### config.mk
export PLATFORM = sky130hd
export DESIGN_NAME = fsm_control_param_flat
export DESIGN_NICKNAME = d
export VERILOG_FILES = /design/src/rtl/fsm_control_param_if.sv /design/src/rtl/fsm_control_param.sv /design/src/flat_wrapper.sv
export SDC_FILE = /design/constraint.sdc
export NUM_CORES = 1
export LEC_CHECK = 0
export CORE_MARGIN = 3
export CORE_UTILIZATION = 30
export CTS_BUF_LIST = sky130_fd_sc_hd__clkbuf_16
export CTS_CLUSTER_SIZE = 30
export DETAILED_ROUTE_END_ITERATION = 8
export PLACE_DENSITY = 0.58
export RECOVER_POWER = 25
export SYNTH_ARGS = -nofsm -noshare
export SYNTH_HDL_FRONTEND = slang
export SYNTH_SLANG_ARGS = --single-unit
### constraint.sdc
create_clock -name clk -period 3.15 [get_ports clk]
set_input_delay 0.315 -clock clk [delete_from_list [all_inputs] [get_ports clk]]
set_output_delay 0.315 -clock clk [all_outputs]
set_load 0.05 [all_outputs]
### src/rtl/fsm_control_param_if.sv
// Handshake/status bundle between the PCIe TX control FSM and its FIFOs.
// The FIFO side drives the master modport; the controller uses slave.
interface fsm_control_param_if #(
    parameter int NUM_VC = 2,
    parameter int NUM_D  = 2,
    parameter int U_MFS  = 4,
    parameter int U_VCS  = 4,
    parameter int U_DS   = 4,
    parameter int CNT_W  = 4
);
    logic                   init;
    logic [U_MFS-1:0]       umbral_MFs;
    logic [U_VCS-1:0]       umbral_VCs;
    logic [U_DS-1:0]        umbral_Ds;
    logic                   empty_main_fifo;
    logic [NUM_VC-1:0]      empty_fifo_VC;
    logic [NUM_D-1:0]       empty_fifo_D;
    logic                   error_main;
    logic [NUM_VC-1:0]      error_VC;
    logic [NUM_D-1:0]       error_D;

    logic [2:0]             present_state;
    logic [2:0]             next_state;
    logic                   error_out;
    logic                   active_out;
    logic                   idle_out;
    logic [U_MFS-1:0]       umbral_MFs_out;
    logic [U_VCS-1:0]       umbral_VCs_out;
    logic [U_DS-1:0]        umbral_Ds_out;
    logic [NUM_VC+NUM_D:0]  error_src;
    logic [CNT_W-1:0]       error_count;

    modport master (
        output init, umbral_MFs, umbral_VCs, umbral_Ds,
        output empty_main_fifo, empty_fifo_VC, empty_fifo_D,
        output error_main, error_VC, error_D,
        input  present_state, next_state,
        input  error_out, active_out, idle_out,
        input  umbral_MFs_out, umbral_VCs_out, umbral_Ds_out,
        input  error_src, error_count
    );

    modport slave (
        input  init, umbral_MFs, umbral_VCs, umbral_Ds,
        input  empty_main_fifo, empty_fifo_VC, empty_fifo_D,
        input  error_main, error_VC, error_D,
        output present_state, next_state,
        output error_out, active_out, idle_out,
        output umbral_MFs_out, umbral_VCs_out, umbral_Ds_out,
        output error_src, error_count
    );
endinterface

### src/rtl/fsm_control_param.sv
// Parametrised PCIe TX-layer control FSM: global status, threshold latch,
// ACTIVE->IDLE hysteresis, sticky error sources and saturating error count.
module fsm_control_param #(
    parameter int NUM_VC    = 2,
    parameter int NUM_D     = 2,
    parameter int U_MFS     = 4,
    parameter int U_VCS     = 4,
    parameter int U_DS      = 4,
    parameter int IDLE_HOLD = 2,
    parameter int CNT_W     = 4
) (
    input logic                 clk,
    input logic                 reset,
    fsm_control_param_if.slave  bus
);

    typedef enum logic [2:0] {
        RESET  = 3'd0,
        INIT   = 3'd1,
        IDLE   = 3'd2,
        ACTIVE = 3'd3,
        ERROR  = 3'd4
    } state_t;

    localparam logic [3:0] HOLD_LAST = 4'(IDLE_HOLD - 1);

    state_t                 state;
    state_t                 nxt;
    logic [3:0]             hold;
    logic [NUM_VC+NUM_D:0]  err_vec;
    logic                   any_err;
    logic                   all_empty;

    assign err_vec   = {bus.error_D, bus.error_VC, bus.error_main};
    assign any_err   = |err_vec;
    assign all_empty = bus.empty_main_fifo
                     & (&bus.empty_fifo_VC)
                     & (&bus.empty_fifo_D);

    always_comb begin
        nxt = state;
        if (!reset) begin
            nxt = RESET;
        end else begin
            unique case (state)
                RESET: nxt = INIT;
                INIT: begin
                    if (any_err)        nxt = ERROR;
                    else if (!bus.init) nxt = IDLE;
                    else                nxt = INIT;
                end
                IDLE: begin
                    if (any_err)         nxt = ERROR;
                    else if (bus.init)   nxt = INIT;
                    else if (!all_empty) nxt = ACTIVE;
                    else                 nxt = IDLE;
                end
                ACTIVE: begin
                    if (any_err)       nxt = ERROR;
                    else if (bus.init) nxt = INIT;
                    else if (all_empty && hold == HOLD_LAST)
                        nxt = IDLE;
                    else               nxt = ACTIVE;
                end
                ERROR: begin
                    if (bus.init && !any_err) nxt = INIT;
                    else                      nxt = ERROR;
                end
                default: nxt = RESET;
            endcase
        end
    end

    assign bus.next_state    = nxt;
    assign bus.present_state = state;

    always_ff @(posedge clk or negedge reset) begin
        if (!reset) begin
            state              <= RESET;
            hold               <= 4'd0;
            bus.error_out      <= 1'b0;
            bus.active_out     <= 1'b0;
            bus.idle_out       <= 1'b0;
            bus.umbral_MFs_out <= {U_MFS{1'b0}};
            bus.umbral_VCs_out <= {U_VCS{1'b0}};
            bus.umbral_Ds_out  <= {U_DS{1'b0}};
            bus.error_src      <= '0;
            bus.error_count    <= {CNT_W{1'b0}};
        end else begin
            state          <= nxt;
            bus.error_out  <= (nxt == ERROR);
            bus.active_out <= (nxt == ACTIVE);
            bus.idle_out   <= (nxt == IDLE);

            if (state == INIT) begin
                bus.umbral_MFs_out <= bus.umbral_MFs;
                bus.umbral_VCs_out <= bus.umbral_VCs;
                bus.umbral_Ds_out  <= bus.umbral_Ds;
            end

            // Hold counter only runs while staying in ACTIVE.
            if (state == ACTIVE && nxt == ACTIVE)
                hold <= all_empty ? hold + 4'd1 : 4'd0;
            else
                hold <= 4'd0;

            if (nxt == ERROR && state != ERROR &&
                bus.error_count != {CNT_W{1'b1}})
                bus.error_count <= bus.error_count + CNT_W'(1);

            if (nxt == ERROR)
                bus.error_src <= bus.error_src | err_vec;
            else if (state == ERROR)
                bus.error_src <= '0;
        end
    end

endmodule

### src/flat_wrapper.sv
// flat-port wrapper written by rule: the top's interface ports become plain ports
module fsm_control_param_flat 
#(
    parameter int NUM_VC    = 2,
    parameter int NUM_D     = 2,
    parameter int U_MFS     = 4,
    parameter int U_VCS     = 4,
    parameter int U_DS      = 4,
    parameter int IDLE_HOLD = 2,
    parameter int CNT_W     = 4
)
  (clk, reset, bus_init, bus_umbral_MFs, bus_umbral_VCs, bus_umbral_Ds, bus_empty_main_fifo, bus_empty_fifo_VC, bus_empty_fifo_D, bus_error_main, bus_error_VC, bus_error_D, bus_present_state, bus_next_state, bus_error_out, bus_active_out, bus_idle_out, bus_umbral_MFs_out, bus_umbral_VCs_out, bus_umbral_Ds_out, bus_error_src, bus_error_count);
  fsm_control_param_if #(.NUM_VC(NUM_VC), .NUM_D(NUM_D), .U_MFS(U_MFS), .U_VCS(U_VCS), .U_DS(U_DS), .CNT_W(CNT_W)) bus_i ();
  input logic clk;
  input logic reset;
  input wire logic [$bits(bus_i.init)-1:0] bus_init;
  input wire logic [$bits(bus_i.umbral_MFs)-1:0] bus_umbral_MFs;
  input wire logic [$bits(bus_i.umbral_VCs)-1:0] bus_umbral_VCs;
  input wire logic [$bits(bus_i.umbral_Ds)-1:0] bus_umbral_Ds;
  input wire logic [$bits(bus_i.empty_main_fifo)-1:0] bus_empty_main_fifo;
  input wire logic [$bits(bus_i.empty_fifo_VC)-1:0] bus_empty_fifo_VC;
  input wire logic [$bits(bus_i.empty_fifo_D)-1:0] bus_empty_fifo_D;
  input wire logic [$bits(bus_i.error_main)-1:0] bus_error_main;
  input wire logic [$bits(bus_i.error_VC)-1:0] bus_error_VC;
  input wire logic [$bits(bus_i.error_D)-1:0] bus_error_D;
  output wire logic [$bits(bus_i.present_state)-1:0] bus_present_state;
  output wire logic [$bits(bus_i.next_state)-1:0] bus_next_state;
  output wire logic [$bits(bus_i.error_out)-1:0] bus_error_out;
  output wire logic [$bits(bus_i.active_out)-1:0] bus_active_out;
  output wire logic [$bits(bus_i.idle_out)-1:0] bus_idle_out;
  output wire logic [$bits(bus_i.umbral_MFs_out)-1:0] bus_umbral_MFs_out;
  output wire logic [$bits(bus_i.umbral_VCs_out)-1:0] bus_umbral_VCs_out;
  output wire logic [$bits(bus_i.umbral_Ds_out)-1:0] bus_umbral_Ds_out;
  output wire logic [$bits(bus_i.error_src)-1:0] bus_error_src;
  output wire logic [$bits(bus_i.error_count)-1:0] bus_error_count;
  assign bus_i.init = bus_init;
  assign bus_i.umbral_MFs = bus_umbral_MFs;
  assign bus_i.umbral_VCs = bus_umbral_VCs;
  assign bus_i.umbral_Ds = bus_umbral_Ds;
  assign bus_i.empty_main_fifo = bus_empty_main_fifo;
  assign bus_i.empty_fifo_VC = bus_empty_fifo_VC;
  assign bus_i.empty_fifo_D = bus_empty_fifo_D;
  assign bus_i.error_main = bus_error_main;
  assign bus_i.error_VC = bus_error_VC;
  assign bus_i.error_D = bus_error_D;
  assign bus_present_state = bus_i.present_state;
  assign bus_next_state = bus_i.next_state;
  assign bus_error_out = bus_i.error_out;
  assign bus_active_out = bus_i.active_out;
  assign bus_idle_out = bus_i.idle_out;
  assign bus_umbral_MFs_out = bus_i.umbral_MFs_out;
  assign bus_umbral_VCs_out = bus_i.umbral_VCs_out;
  assign bus_umbral_Ds_out = bus_i.umbral_Ds_out;
  assign bus_error_src = bus_i.error_src;
  assign bus_error_count = bus_i.error_count;
  fsm_control_param #(.NUM_VC(NUM_VC), .NUM_D(NUM_D), .U_MFS(U_MFS), .U_VCS(U_VCS), .U_DS(U_DS), .IDLE_HOLD(IDLE_HOLD), .CNT_W(CNT_W)) u_core (.clk(clk), .reset(reset), .bus(bus_i));
endmodule
==> impl_results.md, run 1 <==
- CTS buffer count: 5
- WS Path Type: register to output port
- Critical path cell sequence: inv_1 > ha_1 > or3b_1 > a2111oi_0 > o22a_2 > inv_1 > buf_12
- Design Area, Final: 2142 µm²
- Mapped Area: 1366 µm²
- Synth area leaders: dfrtp_1, mux2_2, a211oi_1
- Dpl cell area: about 2000 µm²
- First-pass GRT wire length: about 5200 µm
- CTS tree: built
- Worst skew pair latency: 270 ps
- Chip height: 73.49 µm
- Worst EP required: 2830 ps
- Clk sink count: 31
- Cts hold-fix bufs: 0
- Most frequently used cell type in the post-synthesis netlist: dfrtp_1
- Buffer depth of the longest clock path: 2
- Crit path largest cell delay: approximately 460 ps
- Syn nets: 139
- Iter 0 DRT Violations: 42
- Core Region: 4202 µm²
- MaxCap Viol Count: 0
- Status: completed
- Ys Warns: 0
- Hold Path Class: register to register
- Period Utilization, post-route: between 80 and 90%
- Htree depth: 2
- Register bit total from synthesis: 31
- Post-DP HPWL: approximately 2300 µm
- Largest net degree at the start of global routing: 35
- Clock transition at the registers of the reported paths: around 50 ps
- Num rows: 23
- Synth Instances: about 110
- Post-CTS sizing: 0
- Post-synth EDFFs: 0
- DRT Pass-1 Iters: 4
- Sw frac: 40.34%
- Worst vdd ir: about 0.00048 V
- Die W: between 70 and 80 µm
- Syn_area_per_cell: 12.31 µm²
- Clock power frac: between 20% and 30%
- Number of global-route vias before repair: ~1100
- RePlAce Congestion: 0.7721
- Layout Skew: 4.675 ps
- P_int: ~0.0011 W
- Synth-to-layout area growth: 56.78%
- Fin. Hold Viols: 0
- DR vias/cell: 4.804
- Ys async rst share: 100.0%
- Antenna-violating nets left: 0
- Psw: between 0.0007 and 0.0008 W
- RSZ-0062 raised after global routing: no
- Final min period: 2548 ps
- Top post-synthesis cells by count: dfrtp_1, mux2_2, inv_1, nor2_1, a211oi_1
- PD cells: approximately 860 nW/µm²
- Fin. max-slew vios: 0
- Slowest CP cell: a2111oi_0
- Combinational power share: approximately 45%
- GRT Resource Usage Total: between 10% and 20%
- Data arrival, critical path: between 2000 and 2500 ps
- Layout cells sized above 1: 18.29%
- Setup TNS: 0 ps
- Worst-margin pin slew: 534.6 ps
- Seq pwr share: 31.3%
- Total grt overflow: 0
- Final-layout fill cell count: 364
- Pre-CTS WS: 658.9 ps
- CTS root buf: clkbuf_16
- Pleak: around 0.90 nW
- Port Buf Inserts: 54
- Synth cell types: 30
- Final routed DRC violation total: 0
- Ys flop type: dfrtp_1
- Initial Util: 32.52%
- Post-CTS Setup Inserts: 0
- I/O pins: 55
- Register area share after synthesis: 56.78%
- Fmax: 0.3925 GHz
- CP Launch Type: register
- Max FO, Critical Path: 6
- CP endpoint kind: output port
- DRT Wirelength: between 3000 and 4000 µm
- Nets: between 200 and 250
- Largest area contributor in the netlist: dfrtp_1
- Vias: about 1100
- Routed len/inst: between 10 and 15 µm
- Final setup vio count: 0
- Setup WS post-layout: 601.9 ps
- Ant. Diodes: 0
- Slew HR: between 60% and 70%
- Area share of the largest cell type after synthesis: 56.78%
- Initial antenna violation count: 0
- Die ar.: 5400 µm²
- CP most frequent cell: inv_1
[final cells by class]
class	count	area, µm²	area share [%]
flip-flops and latches	31	775.7	36.22
repair buffers	57	580.6	27.10
multi-input cells	70	551.8	25.76
clock buffers	5	125.1	5.841
well taps	50	62.56	2.921
inverters	9	33.78	1.577
clock inverters	3	12.51	0.5841
[registers in the layout, indices dropped and copies added, names as in the netlist]
register	flops
u_core.bus.umbral_MFs_out	4
u_core.bus.idle_out	1
u_core.bus.active_out	1
u_core.hold	4
u_core.bus.umbral_VCs_out	4
u_core.bus.error_out	1
u_core.bus.error_src	5
u_core.bus.umbral_Ds_out	4
u_core.bus.present_state	3
u_core.bus.error_count	4
[worst max-delay path, delay by kind of cell, from the launching register on]
family | cells | cell delay (ps)
AO/OA/AOI/OAI | 2 | 780
AND/OR/NAND/NOR | 1 | 340
adder cells (fa/ha/maj) | 1 | 130
buffers and inverters | 3 | 320
flip-flops | 1 | 390
[power groups by stage]
stage                     sequential, W  combinational [W]  clock [W]
after floorplan                0.000940           0.000161          0
after global placement         0.000576           0.000826          0
after detailed placement       0.000580           0.000829          0
after CTS                      0.000574           0.000831   0.000455
after global routing           0.000590           0.000856   0.000475
final                          0.000573           0.000820   0.000439
[layer usage]
metal	vias up	track usage [%]	wire length [µm]
li1	512	-	-
met1	514	15.78	1337
met2	52	20.08	1408
met3	3	4.925	298
met4	0	3.421	27
met5	-	0	0
[kinds of logic (layout without fill, tap and decap cells)]
logic type      Yosys count  count (layout)  share of synthesized area, %
buf+inv                  10              74                         2.838
mux                      13              13                         10.71
xor+xnor                  5               5                         3.206
simple gates             38              38                         17.40
fa+ha+maj                 3               3                         2.748
compound gates           11              11                         6.319
flops                    31              31                         56.78
[final timing paths]
kind	startpoint	to	slack (ps)	depth (start not counted)
min in group asynchronous	reset	u_core.bus.idle_out	610	2
worst max register to register	u_core.hold[1]	u_core.bus.present_state[0]	1210	6
worst min-delay path	u_core.bus.umbral_Ds_out[0]	u_core.bus.umbral_Ds_out[0]	500	1
max in group asynchronous	reset	u_core.bus.present_state[0]	2230	2
worst min register to register	u_core.bus.umbral_Ds_out[0]	u_core.bus.umbral_Ds_out[0]	500	1
worst max-delay path	u_core.hold[1]	bus_next_state[0]	600	7
[stage by stage]
step           std cells  utilization (%)  power (W)  hold WS (ps)
2_1_floorplan        111                -   0.001101         19.41
3_3_place_gp         217            47.71   0.001402         489.1
3_5_place_dp         217            47.71   0.001408         496.0
4_1_cts              225            50.98   0.001860         506.9
5_1_grt              225            50.98   0.001922         519.8
6_report             225            50.98   0.001832         502.2
[layout by cell type, fill, tap and decap left out, types with 4 or more instances in the layout]
cell type,n
clkdlybuf4s50_1,50
dfrtp_1,31
mux2_2,13
inv_1,11
nor2_1,9
a211oi_1,5
clkbuf_16,5
nor2b_1,4
nand2_1,4
nand3_1,4
buf_4,4
Power figures use the tool's default switching activity.
==> run 2: changes to the inputs <==
clock period = 2.5 ns   (was 3.15 ns; I/O delays follow)
==> run 2 against run 1 <==
  * Count of clock-buffer cells in the layout is the same
  * Combinational power grew 28%
  * Global-route usage shrank 0.12 points
  * Largest cell class unchanged
  * Largest power group unchanged
==> impl_results.md, run 2 (same netlist as run 1, synthesis figures left out) <==
- Slowest CP cell: dfrtp_1
- Core Region: 4202 µm² (unchanged)
- Routed len/inst: 13.65 µm (about the same)
- DRT Pass-1 Iters: 4 (unchanged)
- Setup WS post-layout: 137.7 ps (-464.2 ps)
- Multi-input gate area: 563.0 µm² (+2.0%)
- Final routed DRC violation total: 0 (unchanged)
- DR vias/cell: 4.693 (-2.3%)
- Status: completed
- Ant. Diodes: 0 (unchanged)
- Die ar.: 5400 µm² (unchanged)
- Die W: 73.49 µm (unchanged)
- GRT Resource Usage Total: 12.45% (-0.12 points)
- Initial Util: 32.52% (unchanged)
- Worst EP required: 2250 ps (-580 ps)
- Number of global-route vias before repair: 1163 (+6.2%)
- Post-DP HPWL: 2363 µm (+0.98%)
- WS Path Type: register to output port
- Iter 0 DRT Violations: 33 (-21%)
- CP endpoint kind: output port
- Fin. Hold Viols: 0 (unchanged)
- PD cells: 1106 nW/µm² (+29%)
- Port Buf Inserts: 54 (unchanged)
- Fin. max-slew vios: 0 (unchanged)
- Data arrival, critical path: 2110 ps (-120 ps)
- Period Utilization, post-route: 94.49%
- Cts hold-fix bufs: 0 (unchanged)
- CP most frequent cell: inv_1
- RePlAce Congestion: 0.7590 (-1.7%)
- Slew HR: 65.23% (+1.1 points)
- First-pass GRT wire length: 5195 µm (-0.67%)
- Vias: 1070 (-1.0%)
- Critical path cell sequence: inv_1 > ha_1 > or3b_1 > a2111oi_2 > o22a_2 > inv_1 > buf_12
- Sequential cell area: 775.7 µm² (unchanged)
- Htree depth: 2 (unchanged)
- CP Launch Type: register
- Max FFs per register: 5 (unchanged)
- Total grt overflow: 0 (unchanged)
- Pre-CTS WS: 155.7 ps (-503.2 ps)
- Largest net degree at the start of global routing: 35 (unchanged)
- Final min period: between 2000 and 2500 ps
- Layout Skew: 3.112 ps (-1.563 ps)
- Worst-margin pin slew: 520.0 ps (-14.61 ps)
- CTS buffer count: 5 (unchanged)
- RSZ-0062 raised after global routing: no
- DRT Wirelength: 3112 µm (+1.3%)
- I/O pins: 55 (unchanged)
- CTS tree: built
- Setup TNS: 0 ps (unchanged)
- Hold Path Class: register to register
- Num rows: 23 (unchanged)
- Clock transition at the registers of the reported paths: 50 ps (about the same)
- Fmax: approximately 0.42 GHz
- Layout cells sized above 1: 21.35% (+3.1 points)
- Final setup vio count: 0 (unchanged)
- CTS root buf: clkbuf_16
- Synth-to-layout area growth: 61.17%
- Worst skew pair latency: 270 ps (about the same)
- Buffer depth of the longest clock path: 2 (unchanged)
- Most frequent cells in the layout: clkdlybuf4s50_1, dfrtp_1, mux2_2, nor2_1, inv_1
- Final-layout fill cell count: 365 (+0.27%)
- Nets: 205 (+1.5%)
- Clk sink count: 31 (unchanged)
- Crit path largest cell delay: 390 ps (-70 ps)
- MaxCap Viol Count: 0 (unchanged)
- Most common cell after layout, fill and taps aside: clkdlybuf4s50_1
- Max FO, Critical Path: 6 (unchanged)
- Pleak: 0.9222 nW (+2.1%)
- Antenna-violating nets left: 0 (unchanged)
- Chip height: 73.49 µm (unchanged)
- Worst vdd ir: 0.0005798 V (+21%)
- Initial antenna violation count: 0 (unchanged)
- Largest Register: u_core.bus.error_src
run 2: cell count changes in the layout (fill, tap and decap cells not counted):
| cell | before | now |
|---|---|---|
| nor3_2 | 3 | 4 |
| clkinv_1 | 0 | 1 |
| inv_1 | 11 | 9 |
| a2111oi_2 | 0 | 1 |
| nor3_1 | 1 | 0 |
| buf_4 | 4 | 7 |
| bufinv_16 | 0 | 1 |
| a2111oi_0 | 1 | 0 |
run 2: worst max-delay path, delay by kind of cell, from the launching register on:
kind / cells / cell delay, ps
AO/OA/AOI/OAI: 2 / 650
adder cells (fa/ha/maj): 1 / 120
buffers and inverters: 3 / 300
flip-flops: 1 / 390
AND/OR/NAND/NOR: 1 / 370
run 2: per-stage QoR:
step	area, µm²	cells	power, W	util, %	hold slack, ps
after floorplan	1371	111	0.001388	-	-45.59
after global placement	2009	217	0.001767	47.83	490.3
after detailed placement	2009	217	0.001778	47.83	500.2
after CTS	2175	225	0.002454	51.76	474.4
after global routing	2202	228	0.002553	52.41	520.5
final	2202	228	0.002435	52.41	506.1
run 2: worst paths after layout:
check / from / to / slack (ps) / cells past startpoint
worst max-delay path: u_core.hold[1] / bus_next_state[0] / 140 / 7
worst min-delay path: u_core.bus.umbral_Ds_out[1] / u_core.bus.umbral_Ds_out[1] / 510 / 1
worst max register to register: u_core.hold[1] / u_core.hold[0] / 630 / 7
worst min register to register: u_core.bus.umbral_Ds_out[1] / u_core.bus.umbral_Ds_out[1] / 510 / 1
max in group asynchronous: reset / u_core.bus.present_state[2] / 1690 / 2
min in group asynchronous: reset / u_core.bus.present_state[1] / 520 / 2
run 2: report_power, final:
part / internal [W] / switching (W) / leakage (nW) / total, W
combinational: 0.000394 / 0.000652 / 0.449 / 0.00105
sequential: 0.000633 / 0.0000924 / 0.392 / 0.000726
clock: 0.000463 / 0.000200 / 0.0812 / 0.000664
run 2: cell type report:
| type | instances | area share (%) |
|---|---|---|
| sequential | 31 | 35.23 |
| clock inverter | 3 | 1.761 |
| inverter | 9 | 1.534 |
| multi-input combinational | 70 | 25.57 |
| tap | 50 | 2.841 |
| clock buffer | 5 | 5.682 |
| timing repair buffer | 60 | 27.39 |
run 2: per-layer routing:
metal / share of wire, % / track usage (%) / vias up
met1: 43 / 15.34 / 498
met2: 46 / 20.28 / 49
met3: 9.7 / 4.651 / 4
met4: 0.87 / 3.622 / 0
li1: - / - / 519
met5: 0 / 0 / -
run 2: timing repair:
| action | in CTS | in global routing |
|---|---|---|
| endpoints found under the setup margin | 1 | 1 |
| gates cloned | 0 | 0 |
| setup buffers | 0 | 3 |
| pin swaps | 1 | 1 |
| resized for setup | 1 | 1 |
